## src/rtl/instr_fetch.sv

```systemverilog
// instr_fetch: program sequencer with a 16 x 8 loadable program memory, a PC
// run by an IDLE/RUN/HALT FSM, and one registered instruction per non-stalled
// cycle. Optional JMP/JZ decoding is enabled by defining FETCH_BRANCH_EN;
// without it those opcodes issue as ordinary instructions.
module instr_fetch #(
   parameter logic [3:0] START_PC = 4'd0,
   parameter logic [7:0] NOP_WORD = 8'h00
) (
   input  logic       clk,
   input  logic       rst,
   input  logic       start,
   input  logic       stall,
   input  logic       prog_we,
   input  logic [3:0] prog_addr,
   input  logic [7:0] prog_data,
   input  logic       zero_flag,
   output logic [7:0] instr,
   output logic       instr_valid,
   output logic [3:0] pc,
   output logic       halted
);

   localparam logic [3:0] OpHalt = 4'hF;
`ifdef FETCH_BRANCH_EN
   localparam logic [3:0] OpJmp  = 4'hE;
   localparam logic [3:0] OpJz   = 4'hD;
`endif

   typedef enum logic [1:0] {StIdle, StRun, StHalt} state_e;

   state_e     state_q, state_d;
   logic [3:0] pc_q, pc_d;
   logic [7:0] instr_q, instr_d;
   logic       valid_q, valid_d;
   logic [7:0] fetch_word;

   // Not cleared by reset; zero-initialised for simulation only.
   logic [7:0] mem_q [16] = '{default: 8'h00};

`ifndef FETCH_BRANCH_EN
   // Flag is only needed by JZ.
   logic unused_zero_flag;
   assign unused_zero_flag = zero_flag;
`endif

   assign fetch_word = mem_q[pc_q];

   // Program memory write port, only open while the sequencer is not running.
   always_ff @(posedge clk) begin
      if (!rst && prog_we && (state_q != StRun)) begin
         mem_q[prog_addr] <= prog_data;
      end
   end

   // State, PC and issued-instruction registers with synchronous reset.
   always_ff @(posedge clk) begin
      if (rst) begin
         state_q <= StIdle;
         pc_q    <= 4'd0;
         instr_q <= NOP_WORD;
         valid_q <= 1'b0;
      end else begin
         state_q <= state_d;
         pc_q    <= pc_d;
         instr_q <= instr_d;
         valid_q <= valid_d;
      end
   end

   // Next-state, PC update and opcode decode; stall simply holds every register.
   always_comb begin
      state_d = state_q;
      pc_d    = pc_q;
      instr_d = instr_q;
      valid_d = valid_q;
      unique case (state_q)
         StIdle, StHalt: begin
            instr_d = NOP_WORD;
            valid_d = 1'b0;
            if (start) begin
               state_d = StRun;
               pc_d    = START_PC;
            end
         end
         StRun: begin
            if (!stall) begin
               case (fetch_word[7:4])
                  OpHalt: begin
                     state_d = StHalt;
                     instr_d = NOP_WORD;
                     valid_d = 1'b0;
                  end
`ifdef FETCH_BRANCH_EN
                  OpJmp: begin
                     pc_d    = fetch_word[3:0];
                     instr_d = NOP_WORD;
                     valid_d = 1'b0;
                  end
                  OpJz: begin
                     pc_d    = zero_flag ? fetch_word[3:0] : pc_q + 4'd1;
                     instr_d = NOP_WORD;
                     valid_d = 1'b0;
                  end
`endif
                  default: begin
                     instr_d = fetch_word;
                     valid_d = 1'b1;
                     pc_d    = pc_q + 4'd1;
                  end
               endcase
            end
         end
         default: begin
            state_d = StIdle;
            instr_d = NOP_WORD;
            valid_d = 1'b0;
         end
      endcase
   end

   assign instr       = instr_q;
   assign instr_valid = valid_q;
   assign pc          = pc_q;
   assign halted      = (state_q == StHalt);

endmodule

```

## config.mk

```make
export PLATFORM = sky130hd
export DESIGN_NAME = instr_fetch
export DESIGN_NICKNAME = d
export VERILOG_FILES = /design/src/rtl/instr_fetch.sv
export SDC_FILE = /design/constraint.sdc
export NUM_CORES = 1
export LEC_CHECK = 0
export BUFFER_PORTS_ARGS = -buffer_cell sky130_fd_sc_hd__buf_4
export CORE_ASPECT_RATIO = 1.1
export CORE_MARGIN = 2
export CORE_UTILIZATION = 55
export CTS_BUF_LIST = sky130_fd_sc_hd__clkbuf_8
export CTS_CLUSTER_DIAMETER = 150
export CTS_CLUSTER_SIZE = 25
export DETAILED_ROUTE_END_ITERATION = 16
export HOLD_SLACK_MARGIN = 0.1
export PLACE_DENSITY_LB_ADDON = 0.05
export SETUP_SLACK_MARGIN = 0.05
export SYNTH_ARGS = -nofsm -noshare
export SYNTH_HDL_FRONTEND = slang
export SYNTH_SLANG_ARGS = --single-unit
```

## constraint.sdc

```tcl
create_clock -name clk -period 2.2 [get_ports clk]
set_input_delay 0.33 -clock clk [delete_from_list [all_inputs] [get_ports clk]]
set_output_delay 0.33 -clock clk [all_outputs]
set_load 0.05 [all_outputs]
```

* Word-level counts from Yosys, hierarchy flattened
Memory sizes are Yosys's and may differ from the RTL's. A register that Yosys moved wholly into a read port is not among the register bits.
Cells that the tools add are included.
Widths: inputs -> output; s select.
** Word-level totals
- Bits of input ports :: 18
- Flip-flop bits (word level) :: 15
- Output and inout port bits :: 14
- Memories kept :: 1
- Memory bits (read-only) :: 0
- Bits in latches :: 0
- RAM bits :: 128
** Memory list
- mem_q :: depth 16, bits a word 8, read ports 1, clocked after memory_dff 1, write ports 1, RTL line 38 : logic [7:0] mem_q [16] = '{default: 8'h00};
** Cells by class
- Shifts and indexed selects :: 0
- Equality and inequality tests :: 8
- Divide/modulo/power cells :: 0
- Add/subtract/negate cells :: 1
- Mux-type cells :: 14
- Bitwise gates (word level) :: 1
- Magnitude comparators :: 0
- Reduce and logical (&&, ||, !) cells :: 9
- Multipliers :: 0
** Operator list (number)
- $mux 4 :: 5
- $mux 8 :: 1
- $ne 2x2->1 const B :: 4
- $pmux 4 s2 :: 1
- $mux 2 :: 3
- $add 4x1->4 const B :: 1
- $eq 4x4->1 const B :: 1
- $pmux 2 s2 :: 1
- $reduce_and 4->1 :: 1
- $reduce_or 2->1 :: 2
- $mux 1 :: 3
- $reduce_and 3->1 :: 1
- $eq 2x1->1 const B :: 1
- $eq 2x2->1 const B :: 1
- $logic_and 1x1->1 :: 2
- $logic_not 2->1 :: 1
- $ne 2x1->1 const B :: 1
- $reduce_bool 2->1 :: 1
- $logic_not 1->1 :: 1
- $not 1->1 :: 1

* Longest topological paths before layout
- Depth after elaboration :: 6
- Depth in mapped cells :: 10

* Worst setup path after synthesis
No wires, ideal clock.
- Path type :: register to register
- Start point :: register (tool-made name)
- End point :: register (tool-made name)
- Path buffers :: 3
- Arrival time :: 2.133 ns
- Setup slack :: -0.054 ns
- Stages on the path, launching flop included :: 10
- Setup time :: 0.121 ns
- Path through :: dfxtp_1 -> buf_6 -> buf_12 -> mux4_2 -> a22oi_1 -> nand3_1 -> and4_4 -> buf_6 -> nor3_4 -> mux2_2

==> metrics <==
status=finished, violations left; violated checks=negative setup slack; Core Region=around 10,000 um^2; Die Area=between 10,000 and 15,000 um^2; Starting Density=between 50% and 60%; max-cap violations=0; Final Slew Violations=0; Worst setup SP type=register; share of the cycle needed by the critical path after routing=102%; CP Data Required Time=2.50 ns; top cell type by total area after synthesis=edfxtp_1; Setup Viol. Count Final=7; # nets final=around 410; Worst Path Max Fanout=7; Total Wirelength=~11,000 um; GRT overflow=0; Final Worst Setup Slack=-0.0538 ns; Post-synth top cells=edfxtp_1 (128), mux4_2 (26), dfxtp_1 (19), nand2_1 (19), nor2_1 (19); placed cell areas=approximately 6400 um^2; dpl cells=between 500 and 600; post-synthesis cell type count=37; Via density=~5.7; share of cells above drive strength 1=40.7%; Yosys reg bits=147; Post-DP HPWL=around 7400 um; yosys warns=0; Yosys top cell area share=~66%; global-route wire length before repair=between 15,000 and 20,000 um; Die Span Y=about 110 um; most numerous cell in the Yosys netlist=edfxtp_1; fin util=between 60% and 70%; Crit Path Category=register to register; CTS tree=built; Post-synth top flop=edfxtp_1; max_slew headroom=a little under three quarters; Gate Count Post-Synth=roughly 320; P_sw=between 1 and 1.5 mW; Pwr per Cell Area=around 770 nW/um^2; worst r2r path cells=8; Root Buffer=clkbuf_8; n_diodes=0; endpoint class of the critical path=register; internal cell power=around 4.3 mW; design area=roughly 7100 um^2; die width=between 100 and 150 um; Clock Sinks=roughly 150; CTS max path bufs=2; Critical path buffers and inverters=2; delay-heaviest family, CP=multiplexers; CTS buffer count=17; register area share after synthesis=~72%; hold path start=prog_data[1]; FFs w/ async S/R, synth=0%; Placer Congestion=roughly 0.76; top post-synthesis cells by area=edfxtp_1 (66%), mux4_2 (10%), dfxtp_1 (6.5%); Hold EP=mem_q[0][1]; Comb pwr share=~6.4%; Static Leak=2.36 nW; VDD IR max=about 450 uV; worst-margin pin slew=0.429 ns; clock power share=between 30% and 40%; number of antenna violations at the first check in global routing=0; WL/cell=slightly above 20 um; Worst Clk Skew=~0.011 ns; Mapped Avg Cell Area=about 19 um^2; I/O Pins=32; Net Count, Synth=approximately 330; Flop pwr share=a little under three fifths; num rows=39; DRC Markers=0; P&R area growth vs syn=20.8%; minimum clock period=about 2.3 ns; hold depth=1; Overall Global Routing Usage=21.4%; HP Class=input port to register; Routed Antenna Nets=0; I/O Buffers=30; unrepaired setup endpoints after global routing=yes; largest net degree at the start of global routing=17; CP max stage cell=mux4_2; Worst-Skew Late Latency=~0.42 ns; Clock Pin Slew Worst Setup and Hold Paths=around 0.080 ns; switching part of the total power=approximately a fifth; Mapped Area=between 5000 and 6000 um^2; crit-path max cell delay=around 0.54 ns; f_max=roughly 0.44 GHz; Final Hold Fails=0; Post-Layout Cell Count=~550; final setup TNS=-0.143 ns; FF-to-FF setup slack=-0.05 ns; Post-synth EDFFs=approximately 130; vias=~3,100; Worst Path Arrival=~2.6 ns; CP cell instances=buf_12 -> buf_12 -> mux4_2 -> nand3_2 -> nand3_2 -> and4_4 -> nor3_4 -> mux2_4; vias in the first global route=between 3,000 and 4,000; DR pass1 iterations=4; H-tree depth=4; initial drt markers=around 300
==> final cells by class <==
type                       count  area, um^2
sequential                   147        4230
clock buffer                  17         234
clock inverter                13         144
fill                         709        3290
multi-input combinational    151        1630
timing repair buffer          75         636
inverter                       2        7.51
tap                          143         179
==> what timing repair did <==
| item | in CTS | in global routing |
|---|---|---|
| setup endpoints to repair | 19 | 19 |
| setup buffers | 2 | 3 |
| gates cloned | 1 | 0 |
| resized for setup | 35 | 16 |
| endpoints found under the hold margin | 0 | 0 |
| hold buffers | 0 | 0 |
| pin swaps | 11 | 14 |
==> per-stage QoR <==
| step | total power, mW | worst slack, ns | hold WS (ns) |
|---|---|---|---|
| global route | 5.62 | -0.137 | 0.196 |
| global placement | 3.43 | -0.160 | 0.451 |
| floorplan | 3.30 | -0.0540 | 0.429 |
| CTS | 5.44 | -0.0955 | 0.175 |
| detailed placement | 3.44 | -0.180 | 0.461 |
| finish | 5.41 | -0.0538 | 0.215 |
==> cells in the final DEF (no fill, tap or decap), types with 2 or more instances in the layout <==
cell type / synthesis / routed
edfxtp_1: 128 / 128
buf_4: 3 / 68
mux4_2: 26 / 31
nor2_1: 19 / 19
dfxtp_1: 19 / 18
clkbuf_8: 1 / 17
nand2_1: 19 / 16
nand3_2: 0 / 8
nor2b_1: 8 / 7
mux2i_1: 6 / 6
nand2b_1: 5 / 5
clkinv_1: 0 / 5
nor3_1: 5 / 4
nor3b_1: 4 / 4
and2b_1: 4 / 4
a211oi_1: 4 / 4
a22oi_2: 0 / 4
a2111o_1: 4 / 4
nand3b_1: 3 / 3
nand2_2: 0 / 3
a21oi_2: 0 / 3
inv_1: 2 / 3
o41ai_2: 0 / 3
bufinv_16: 0 / 3
clkinvlp_4: 0 / 3
buf_12: 1 / 3
mux2_4: 0 / 2
o21ai_4: 0 / 2
o21ai_2: 0 / 2
o21ai_1: 0 / 2
buf_6: 3 / 2
==> power groups by stage <==
stage | Sequential (mW) | Clock [mW] | Combinational [mW]
after floorplan | 3.14 | 0 | 0.159
after global placement | 3.12 | 0 | 0.305
after detailed placement | 3.13 | 0 | 0.310
after CTS | 3.06 | 2.04 | 0.336
after global routing | 3.06 | 2.18 | 0.372
final | 3.06 | 2.00 | 0.344
==> logic make-up (layout without fill, tap and decap cells) <==
family,count (synthesis),after routing,share of synthesized area (%)
compound gates,28,28,3.49
simple gates,82,82,7.39
mux,40,40,14.1
flops,147,147,72.3
buf+inv,17,107,2.44
fa+ha+maj,1,1,0.214
==> state kept, by name (all words and copies together) (netlist names), named ones only <==
register and count:
instr_valid 1, instr 8, state_q 2, pc 4, mem_q 128
==> routing by layer <==
| layer | global-route usage [%] | vias to the layer above | routed length [um] |
|---|---|---|---|
| met5 | 0 | - | 0 |
| met3 | 5.29 | 4 | 719 |
| met4 | 6.67 | 0 | 88 |
| met2 | 33.6 | 92 | 5890 |
| li1 | - | 1417 | - |
| met1 | 29.9 | 1588 | 4540 |
==> how the worst max path moves through the flow <==
stage / endpoint / slack [ns] / cells past startpoint
2_1_floorplan: register / -0.05 / 9
3_3_place_gp: register / -0.16 / 8
3_5_place_dp: register / -0.18 / 8
4_1_cts: register / -0.1 / 8
5_1_grt: register / -0.14 / 8
6_report: register / -0.05 / 8
==> worst register-to-register path, delay by kind of cell, from the launching register on <==
kind                   cells  cell delay (ns)
buffers and inverters      2             0.26
muxes                      2             0.88
and+or+nand+nor            4             0.59
DFF                        1             0.40
Note: power is estimated with default switching activity, not from simulation.
